## config.mk

```make
export PLATFORM = sky130hd
export DESIGN_NAME = tt_um_marxkar_seq_detect
export DESIGN_NICKNAME = d
export VERILOG_FILES = /design/src/rtl/seqdet_pkg.sv /design/src/rtl/seqdet_fsm.sv /design/src/rtl/tt_um_marxkar_seq_detect.sv
export SDC_FILE = /design/constraint.sdc
export NUM_CORES = 1
export LEC_CHECK = 0
export ABC_CLOCK_PERIOD_IN_PS = 1800
export CAP_MARGIN = 20
export CORE_MARGIN = 2
export CORE_UTILIZATION = 34
export DETAILED_ROUTE_END_ITERATION = 16
export PLACE_DENSITY = 0.79
export SETUP_SLACK_MARGIN = 0.05
export SYNTH_ARGS = -nofsm -noshare
export SYNTH_HDL_FRONTEND = slang
export SYNTH_SLANG_ARGS = --single-unit
```

## constraint.sdc

```tcl
create_clock -name clk -period 1.8 [get_ports clk]
set_clock_uncertainty 0.05 [all_clocks]
set_input_delay 0.27 -clock clk [delete_from_list [all_inputs] [get_ports clk]]
set_output_delay 0.27 -clock clk [all_outputs]
set_load 0.01 [all_outputs]
```

## src/rtl/seqdet_pkg.sv

```systemverilog
// rtl/seqdet_pkg.sv - shared types and constants for the "10101" sequence detector
package seqdet_pkg;

    // State code equals the length-ordered matched prefix; it appears on uo_out[4:2].
    typedef enum logic [2:0] {
        S0    = 3'd0,
        S1    = 3'd1,
        S10   = 3'd2,
        S101  = 3'd3,
        S1010 = 3'd4
    } state_t;

    localparam logic [4:0] PATTERN = 5'b10101;
    localparam int         CNT_W   = 3;

endpackage

```

## src/rtl/seqdet_fsm.sv

```systemverilog
// rtl/seqdet_fsm.sv - overlapping "10101" prefix FSM with state register and hit decode
//   i_clk    clock, rising edge
//   i_rst_n  asynchronous active-low reset
//   i_en     advance enable; state holds when low
//   i_bit    serial data bit sampled this cycle
//   o_state  current (registered) state
//   o_hit    combinational: the bit being sampled now completes the pattern
module seqdet_fsm
    import seqdet_pkg::*;
(
    input  logic   i_clk,
    input  logic   i_rst_n,
    input  logic   i_en,
    input  logic   i_bit,
    output state_t o_state,
    output logic   o_hit
);

    state_t r_state;
    state_t w_next;
    logic   w_hit;

    always_comb begin
        w_next = r_state;
        w_hit  = 1'b0;
        case (r_state)
            S0:    w_next = i_bit ? S1   : S0;
            S1:    w_next = i_bit ? S1   : S10;
            S10:   w_next = i_bit ? S101 : S0;
            S101:  w_next = i_bit ? S1   : S1010;
            S1010: begin
                // A hit falls back to S101 so the trailing "101" seeds the next match.
                w_next = i_bit ? S101 : S0;
                w_hit  = (i_bit == PATTERN[0]);
            end
            default: w_next = S0;
        endcase
    end

    always_ff @(posedge i_clk or negedge i_rst_n) begin
        if (!i_rst_n) begin
            r_state <= S0;
        end else if (i_en) begin
            r_state <= w_next;
        end
    end

    assign o_state = r_state;
    assign o_hit   = w_hit;

endmodule

```

## src/rtl/tt_um_marxkar_seq_detect.sv

```systemverilog
// rtl/tt_um_marxkar_seq_detect.sv - TinyTapeout tile: serial "10101" detector with sticky flag, pulse and hit counter
//   clk      clock, rising edge
//   rst_n    asynchronous active-low reset
//   ena      tile enable; low freezes all state and ignores clear
//   ui_in    [0] serial bit, [1] clear sticky flag and counter, [7:2] unused
//   uo_out   [0] sticky detect, [1] hit pulse, [4:2] FSM state, [7:5] saturating hit count
//   uio_in   unused
//   uio_out  constant 0
//   uio_oe   constant 0 (all uio pins inputs)
module tt_um_marxkar_seq_detect
    import seqdet_pkg::*;
(
    input  logic       clk,
    input  logic       rst_n,
    input  logic       ena,
    input  logic [7:0] ui_in,
    output logic [7:0] uo_out,
    input  logic [7:0] uio_in,
    output logic [7:0] uio_out,
    output logic [7:0] uio_oe
);

    state_t           w_state;
    logic             w_hit;
    logic             w_clear;
    logic             r_sticky;
    logic             r_pulse;
    logic [CNT_W-1:0] r_count;

    assign w_clear = ui_in[1];

    seqdet_fsm u_fsm (
        .i_clk   (clk),
        .i_rst_n (rst_n),
        .i_en    (ena),
        .i_bit   (ui_in[0]),
        .o_state (w_state),
        .o_hit   (w_hit)
    );

    // Clear has priority over a coincident hit for the sticky flag and counter,
    // but the pulse still reports the hit.
    always_ff @(posedge clk or negedge rst_n) begin
        if (!rst_n) begin
            r_sticky <= 1'b0;
            r_pulse  <= 1'b0;
            r_count  <= '0;
        end else if (ena) begin
            r_pulse <= w_hit;
            if (w_clear) begin
                r_sticky <= 1'b0;
                r_count  <= '0;
            end else if (w_hit) begin
                r_sticky <= 1'b1;
                if (r_count != {CNT_W{1'b1}}) begin
                    r_count <= r_count + 1'b1;
                end
            end
        end
    end

    assign uo_out  = {r_count, w_state, r_pulse, r_sticky};
    assign uio_out = 8'h00;
    assign uio_oe  = 8'h00;

    logic w_unused;
    assign w_unused = &{1'b0, ui_in[7:2], uio_in};

endmodule

```

# Word level (Yosys, flattened, before mapping)
# Index checks and enable logic that the tools add are counted.
[totals]
output_inout_bits = 24
elab_cells = 27
regBits = 8
input_bits = 19
[classes]
reduce_logical = 6
n_eq_ne = 5
add_sub_neg = 1
muxes = 11
[ops]
columns = ["op", "count"]
rows = [
  ["two-way mux 3 bit", 4],
  ["case mux 3 bit (4 select lines)", 1],
  ["equality test 3 x 2 -> 1 bit, second input constant", 2],
  ["two-way mux 1 bit", 4],
  ["two-way mux 2 bit", 2],
  ["nonzero test 2 bit", 2],
  ["adder 3 x 1 -> 3 bit, second input constant", 1],
  ["equality test 3 x 1 -> 1 bit, second input constant", 1],
  ["equality test 3 bit, second input constant", 1],
  ["zero test 3 bit", 1],
  ["!= test 3 bit, second input constant", 1],
  ["AND reduction 3 bit", 1],
  ["AND reduction 2 bit", 1],
  ["OR reduction 2 bit", 1],
]

# Depth between registers and ports, before layout
# Gate-level depths: netlist of the first run.
[logic_depth]
word_depth = 4
depth_mapped = 5
ltp_nobuf = 5

# Cells and area by module
# From an unflattened synthesis of the first run, not the netlist that was laid out.
[hier_totals]
hier_cells = 59
hier_area_um2 = 571.8
[modules_own_cells]
columns = ["module", "seq_area_each_um2", "cells_each", "area_per_inst_um2", "instances"]
rows = [
  ["tt_um_marxkar_seq_detect", 125.1, 41, 407.9, 1],
  ["seqdet_fsm", 75.1, 18, 163.9, 1],
]

# Least setup slack after synthesis of the first run
# Ideal clock, no wire load.
[synth_timing]
path_kind = "register to register"
from = "register r_count[0]"
to = "register r_count[0]"
n_path_buf = 0
period_less_slack_ns = 1.552
stages_incl_launch_ff = 6
setup_ns = 0.069
t_required_ns = 1.681
path_slack_ns = 0.248
arrival_ns = 1.433
cell_sequence = "dfrtp_1 -> ha_1 -> ha_1 -> nand2b_1 -> or4_1 -> nand3_1"
[synth_between]
elab_chain_cells = 4
elab_cells_between_ends = 7
cone_classes = "add/sub (1); eq/ne (1); mux (3); reduce/logical (2)"
[synth_lines]
columns = ["element", "line_no", "text"]
rows = [
  ["start: declaration", "tt_um_marxkar_seq_detect.sv:28", "logic [CNT_W-1:0] r_count;"],
  ["start signal: assignment", "tt_um_marxkar_seq_detect.sv:56", "r_count <= r_count + 1'b1;"],
  ["adder 3 x 1 -> 3 bit", "tt_um_marxkar_seq_detect.sv:56", ""],
  ["two-way mux 3 bit", "tt_um_marxkar_seq_detect.sv:55", "if (r_count != {CNT_W{1'b1}}) begin"],
  ["two-way mux 3 bit", "tt_um_marxkar_seq_detect.sv:53", "end else if (w_hit) begin"],
  ["two-way mux 3 bit", "tt_um_marxkar_seq_detect.sv:50", "if (w_clear) begin"],
]
# Parallel ways exist; a longest one is shown, timed or not. The select of a mux whose other input is x is not followed.
# A chain may end at the register's enable or synchronous reset.

# Final worst setup path of the first run
[layout_timing]
from = "register u_fsm.r_state[2], in the netlist u_fsm.o_state[2]"
to = "output uo_out[4]"
[layout_lines]
columns = ["element", "line_no", "text"]
rows = [
  ["start: declaration", "seqdet_fsm.sv:19", "state_t r_state;"],
  ["start signal: assignment", "seqdet_fsm.sv:44", "r_state <= w_next;"],
  ["end: declaration", "tt_um_marxkar_seq_detect.sv:17", "output logic [7:0] uo_out,"],
]
# No word-level cell between the ends.

==> results of run 1 <==
state kept, by name, indices dropped and copies added, names as in the netlist:
register and cells:
r_sticky 1, u_fsm.o_state 3, r_count 3, r_pulse 1
worst min-delay path by stage:
| stage | startpoint | slack, ns | cells after the start | end |
|---|---|---|---|---|
| floorplan | rst_n | -0.08 | 0 | r_count[0] |
| global placement | r_count[2] | 0.47 | 2 | r_count[2] |
| detailed placement | r_sticky | 0.47 | 2 | r_sticky |
| CTS | rst_n | 0.26 | 1 | r_count[0] |
| global route | rst_n | 0.28 | 1 | r_count[0] |
| finish | rst_n | 0.25 | 1 | r_count[0] |
per-stage QoR:
| step | util | power, mW |
|---|---|---|
| 3_5_place_dp | 0.4037 | 0.3675 |
| 6_report | 0.4169 | 0.5007 |
| 2_1_floorplan | - | 0.3261 |
| 5_1_grt | 0.4169 | 0.5344 |
| 3_3_place_gp | 0.4037 | 0.3629 |
| 4_1_cts | 0.4169 | 0.5098 |
cells by family (layout without fill, tap and decap cells):
kind of cell / after synthesis / count (layout) / synth area share
buffers and inverters: 22 / 20 / 0.2495
muxes: 1 / 1 / 0.01650
AOI/OAI and AO/OA: 10 / 10 / 0.09073
other: 1 / 16 / 0.006180
adders and majority gates: 2 / 2 / 0.04123
and+or+nand+nor: 20 / 20 / 0.2660
DFF: 8 / 8 / 0.3299
report_power, final:
part	switching, mW	internal (mW)	total (mW)
Sequential	0.0278	0.198	0.226
Clock	0.0593	0.0762	0.136
Combinational	0.0627	0.0762	0.139
Total	0.150	0.351	0.501
per-layer routing:
| metal | part of all wire | vias up | wire (µm) |
|---|---|---|---|
| met1 | 0.48 | 210 | 498 |
| met2 | 0.47 | 16 | 489 |
| li1 | - | 214 | - |
| met5 | 0 | - | 0 |
| met4 | 0 | 0 | 0 |
| met3 | 0.057 | 0 | 60 |
layout make-up:
| type | count | area, µm² |
|---|---|---|
| clock buffers | 3 | 22.52 |
| fillers | 162 | 996.0 |
| inverters | 3 | 11.26 |
| multi-input cells | 49 | 311.5 |
| flip-flops and latches | 8 | 200.2 |
| well taps | 25 | 31.28 |
| repair buffers | 14 | 135.1 |
Yosys cell counts:
| cell type | number | area, µm² |
|---|---|---|
| a21oi_1 | 2 | 10.01 |
| a31oi_1 | 1 | 6.260 |
| and4bb_1 | 2 | 25.02 |
| buf_2 | 1 | 5.000 |
| buf_4 | 18 | 135.1 |
| conb_1 | 1 | 3.750 |
| dfrtp_1 | 8 | 200.2 |
| ha_1 | 2 | 25.02 |
| inv_1 | 3 | 11.26 |
| mux2i_1 | 1 | 10.01 |
| nand2_1 | 1 | 3.750 |
| nand2b_1 | 3 | 18.77 |
| nand3_1 | 4 | 20.02 |
| nand4b_1 | 3 | 26.28 |
| nand4bb_4 | 1 | 27.53 |
| nor2b_1 | 4 | 25.02 |
| o21ai_0 | 6 | 30.03 |
| o221ai_1 | 1 | 8.760 |
| or2b_1 | 1 | 7.510 |
| or4_1 | 1 | 7.510 |
==> metrics.md, run 1 <==
| Metric | Value |
|---|---|
| Sequential-to-total area share from yosys stat | 0.3299 |
| Kind of critical path | register to output pin |
| Met2 track demand over resource | 0.1694 |
| Setup slack of the critical path after layout | 0.1634 ns |
| X dimension of the die | 46.25 µm |
| Reg2reg path depth | 5 |
| CTS Buffer Depth | 2 |
| Number of cells on the critical path | 1 |
| Number of cells produced by synthesis | 64 |
| Vias per cell | 4.314 |
| Cell with the biggest individual delay on the critical path | clkdlybuf4s50_1 |
| Flip-flop and latch count after synthesis | 8 |
| Final slew viol count | 0 |
| Final number of hold-violating endpoints | 0 |
| Synthesized area per cell | 9.482 µm² |
| Count of hold buffers inserted by post-cts repair | 0 |
| Worst setup path startpoint | u_fsm.o_state[2] |
| Worst Path Arrival | 1.32 ns |
| Number of standard cells in the final layout excluding fillers | 102 |
| Kind of cell with the highest combined delay on the critical path | buffers and inverters |
| Number of antenna diodes | 0 |
| Worst path max stage delay | 0.59 ns |
| Detail Route Antenna Nets | 0 |
| Growth of design area from synthesis to finish | 17.32% |
| Global-route congestion overflow total | 0 |
| Dpl hpwl | 762.9 µm |
| Count of buffer and inverter cells on the critical path | 1 |
| Pre-antenna DRT Iters | 1 |
| Clock-pin slew on the worst setup and hold paths | 0.06 ns |
| Cell area after synthesis | 606.8 µm² |
| Final hold slack | 0.2528 ns |
| Total power divided by cell area | 703.3 nW/µm² |
| Number of setup buffers added after CTS | 0 |
| Placement Cell Area | 689.4 µm² |
| Setup TNS Final | 0 ns |
| Warnings, synthesis | 0 |
| Final instance area | 711.9 µm² |
| Reg2Reg Launch Point | r_count[0] |
| TritonCTS Sinks | 8 |
| Met3 usage in global routing | 0.02353 |
| Starting density of the core | 0.3553 |
| Hold Path Class | primary input to asynchronous set/reset pin |
| Global-route wire length before repair | 1.649 mm |
| Slack of the worst reg-to-reg path | 0.20 ns |
| Die height | 46.25 µm |
| Worst Setup Slack post-DPL | 0.08007 ns |
| Min Tclk post-route | 1.637 ns |
| Cell-by-cell trace of the critical path | clkdlybuf4s50_1 |
| Number of cells after detailed placement | 99 |
| Met1 track demand over resource in global routing | 0.1378 |
| Max Freq | 0.6110 GHz |
| Drt first-iter violations | 0 |
| Outcome | finished clean |
| Number of antenna violations at the first check in global routing | 0 |
| Setup violation total in the final timing report | 0 |
| Required time worst endpoint | 1.48 ns |
| Most used routing layer | met2 |
| Library cells used by synthesis | 20 |
| Post-cts gate resize count | 0 |
| Crit path launch type | register |
| Wirelength, routed | 1.048 mm |
| Clock tree from TritonCTS | done |
| Number of top-level pins | 43 |
| Global placer's final weighted congestion | 0.6747 |
| Reported leakage power | 0.3283 nW |
| Placeable core area | 1708 µm² |
| Number of buffers created by CTS | 3 |
| Most used cells in the layout excluding fill and tap cells | conb_1, clkdlybuf4s50_1, dfrtp_1 |
| DR WL/cell | 10.27 µm |
| RSZ-0062 raised after global routing | false |
| CP Capture Point | uo_out[4] |
| Endpoint of the worst-slack reg-to-reg timing path | r_count[0] |
| Max-cap violations | 0 |
| Count of buffers inserted at the top-level ports | 12 |
| Maximum fanout along the worst path | 8 |
| Root buffer cell | clkbuf_4 |
| Proportion of layout cells with a drive suffix above 1 | 0.07792 |
| Fraction of the cycle the final worst path needs | 0.9092 |
| Maximum number of pins on one net before global-route repair | 13 |
| H-tree depth | 1 |
| Sort of element at the end of the critical path | output pin |
| Commonest non-fill, non-tap cell in the layout | conb_1 |
| Die outline area | 2139 µm² |
| Number of global-route vias before repair | 403 |
| Highest ir drop seen on vdd | 480.4 µV |
| Insertion delay to the later sink of the worst-skew pair | 0.25 ns |
| Count of unresolved DRC violations after routing | 0 |
| Num rows | 15 |
| Total vias in the final route | 440 |
| NumNets Final | 100 |
| All-Layer GR Usage | 0.1124 |
Note: power is estimated with default switching activity, not from simulation.
==> run 2, diff against run 1 <==
ABC_CLOCK_PERIOD_IN_PS = not set   (was 1800)
==> results of run 2 <==
Final layout, timing and power as in run 1 (identical DEF).
==> run 3, diff against run 2 <==
CORE_UTILIZATION = 33   (was 34)
CTS_CLUSTER_DIAMETER = 120   (was not set)
SYNTH_HIERARCHICAL = 1   (was not set)
==> run 3 against run 2 <==
Net effect:
- synthesized cell count shrank 7.8%
- critical endpoint is now r_count[1]
- utilization grew 0.71 points
- clock power shrank 3%
- worst setup slack gained 0.0033 ns
==> metrics.md, run 3 <==
| Metric | Value |
|---|---|
| Synthesized area per cell | 9.691 µm² |
| Total power divided by cell area | 655.7 nW/µm² |
| Global placer's final weighted congestion | 0.7678 |
| Wirelength, routed | 1.037 mm |
| DR WL/cell | 11.03 µm |
| Required time worst endpoint | 1.88 ns |
| Library cells used by synthesis | 20 |
| Count of unresolved DRC violations after routing | 0 |
| Detail Route Antenna Nets | 0 |
| TritonCTS Sinks | 8 |
| Fraction of the cycle the final worst path needs | 0.9074 |
| NumNets Final | 100 |
| CTS Buffer Depth | 2 |
| Clock-pin slew on the worst setup and hold paths | 0.05 ns |
| Pre-antenna DRT Iters | 4 |
| Insertion delay to the later sink of the worst-skew pair | 0.25 ns |
| Reported leakage power | 0.3687 nW |
| Final number of hold-violating endpoints | 0 |
| Fraction of post-synthesis cell area in the top cell type by area | 0.3501 |
| Final slew viol count | 0 |
| Cell area after synthesis | 571.8 µm² |
| Warnings, synthesis | 6 |
| Number of standard cells in the final layout excluding fillers | 94 |
| Number of synthesized flops with an enable pin | 0 |
| All-Layer GR Usage | 0.1137 |
| Global-route congestion overflow total | 0 |
| Number of global-route vias before repair | 394 |
| Root buffer cell | clkbuf_4 |
| Crit path launch type | register |
| Placeable core area | 1670 µm² |
| Setup violation total in the final timing report | 0 |
| Most used cells in the layout excluding fill and tap cells | conb_1, clkdlybuf4s50_1, dfrtp_1 |
| Global-route wire length before repair | 1.587 mm |
| Highest ir drop seen on vdd | 171.9 µV |
| Number of antenna violations at the first check in global routing | 0 |
| Min Tclk post-route | 1.633 ns |
| Number of setup buffers added after CTS | 0 |
| Outcome | finished clean |
| X dimension of the die | 45.63 µm |
| Die outline area | 2082 µm² |
| Proportion of layout cells with a drive suffix above 1 | 0.1558 |
| H-tree depth | 1 |
| Biggest area consumer among synthesized cells | dfrtp_1 |
| Sequential-to-total area share from yosys stat | 0.3501 |
| Kind of critical path | register to register |
| RSZ-0062 raised after global routing | false |
| Fraction of registers with async set/reset | 1.000 |
| Flip-flop and latch count after synthesis | 8 |
| Clock tree from TritonCTS | done |
| Growth of design area from synthesis to finish | 23.85% |
| Main area contributors after synthesis | dfrtp_1, buf_4, and2b_1 |
| Vias per cell | 4.745 |
| Maximum fanout along the worst path | 6 |
| Final instance area | 708.2 µm² |
| Num rows | 15 |
| Placement Cell Area | 679.4 µm² |
| Number of antenna diodes | 0 |
| Max Freq | 0.6123 GHz |
| Commonest non-fill, non-tap cell in the layout | conb_1 |
| Max-cap violations | 0 |
| Hold Path Class | primary input to asynchronous set/reset pin |
| Worst Path Arrival | 1.71 ns |
| Die height | 45.63 µm |
| Number of cells after detailed placement | 91 |
| Number of cells produced by synthesis | 59 |
| Primary FF master, synth | dfrtp_1 |
| Most instantiated library cell after synthesis | buf_4 |
| Number of buffers created by CTS | 3 |
| Maximum number of pins on one net before global-route repair | 9 |
| Count of buffers inserted at the top-level ports | 12 |
| Drt first-iter violations | 5 |
| Starting density of the core | 0.3423 |
| Total vias in the final route | 446 |
| Top cells by count, synth | buf_4, dfrtp_1, and2b_1 |
| Number of top-level pins | 43 |
| Sort of element at the end of the critical path | register |
| Dpl hpwl | 815.4 µm |
## run 3: cell types whose count changed after synthesis, sizes merged, moves of 3 or more
cell,delta
a221o,+3
and2b,+5
nand2b,-3
nand3,-3
nand4b,-3
nor2b,-3
## run 3: timing repair
item	4_1_cts	5_1_grt
gates resized for setup	0	1
setup endpoints to repair	0	3
hold buffers	0	0
## run 3: area by class of cell
class                      instances  area (µm²)
fill                             170       962.2
multi-input combinational         44       284.0
sequential                         8       200.2
timing repair buffer              18       165.2
clock buffer                       3       22.52
tap                               17       21.27
inverter                           4       15.01
## run 3: logic make-up after synthesis
logic type / count (synthesis) / share of synthesized area
flip-flops: 8 / 0.3501
multiplexers: 1 / 0.01969
buffers and inverters: 22 / 0.2626
other: 1 / 0.006558
AO/OA/AOI/OAI: 11 / 0.1357
adder cells (fa/ha/maj): 2 / 0.04376
AND/OR/NAND/NOR: 14 / 0.1816
## run 3: worst paths after layout
path	from	to	slack, ns	cells after the start
setup / recovery	u_fsm/o_state[2]	r_count[1]	0.17	5
hold / removal	rst_n	r_count[2]	0.25	1
setup reg to reg	u_fsm/o_state[2]	r_count[1]	0.17	5
hold reg to reg	r_pulse	r_pulse	0.46	1
max in group asynchronous	rst_n	r_count[0]	1.19	1
min in group clk	r_pulse	r_pulse	0.46	1
## run 3: critical path, cell delays in order, from the launching register on
cell     delay, ns
dfrtp_1       0.40
inv_1         0.08
nor4b_2       0.21
buf_4         0.17
or2b_1        0.26
a221o_1       0.33
## run 3: through the flow
stage	utilization	setup TNS [ns]	hold WS (ns)	total power, mW	setup WS [ns]
final	0.4240	0	0.2465	0.4644	0.1667
after detailed placement	0.4067	-0.3814	0.4548	0.3338	-0.1316
after CTS	0.4202	0	0.2492	0.4714	0.1100
after global placement	0.4067	-0.4828	0.4478	0.3298	-0.1613
after floorplan	-	0	-0.07559	0.2926	0.1543
after global routing	0.4240	0	0.2583	0.4997	0.07321
## run 3: per-layer routing
layer	vias up	global-route usage	share of wire
li1	206	-	-
met1	217	0.1168	0.41
met2	21	0.1887	0.50
met3	2	0.03571	0.083
met4	0	0.08824	0.0058
met5	-	0	0
## run 3: where the power goes
part           leakage [nW]  internal [mW]  switching [mW]
combinational         0.246         0.0632          0.0607
sequential            0.109          0.194          0.0141
clock                0.0138         0.0760          0.0560
total                 0.369          0.333           0.131
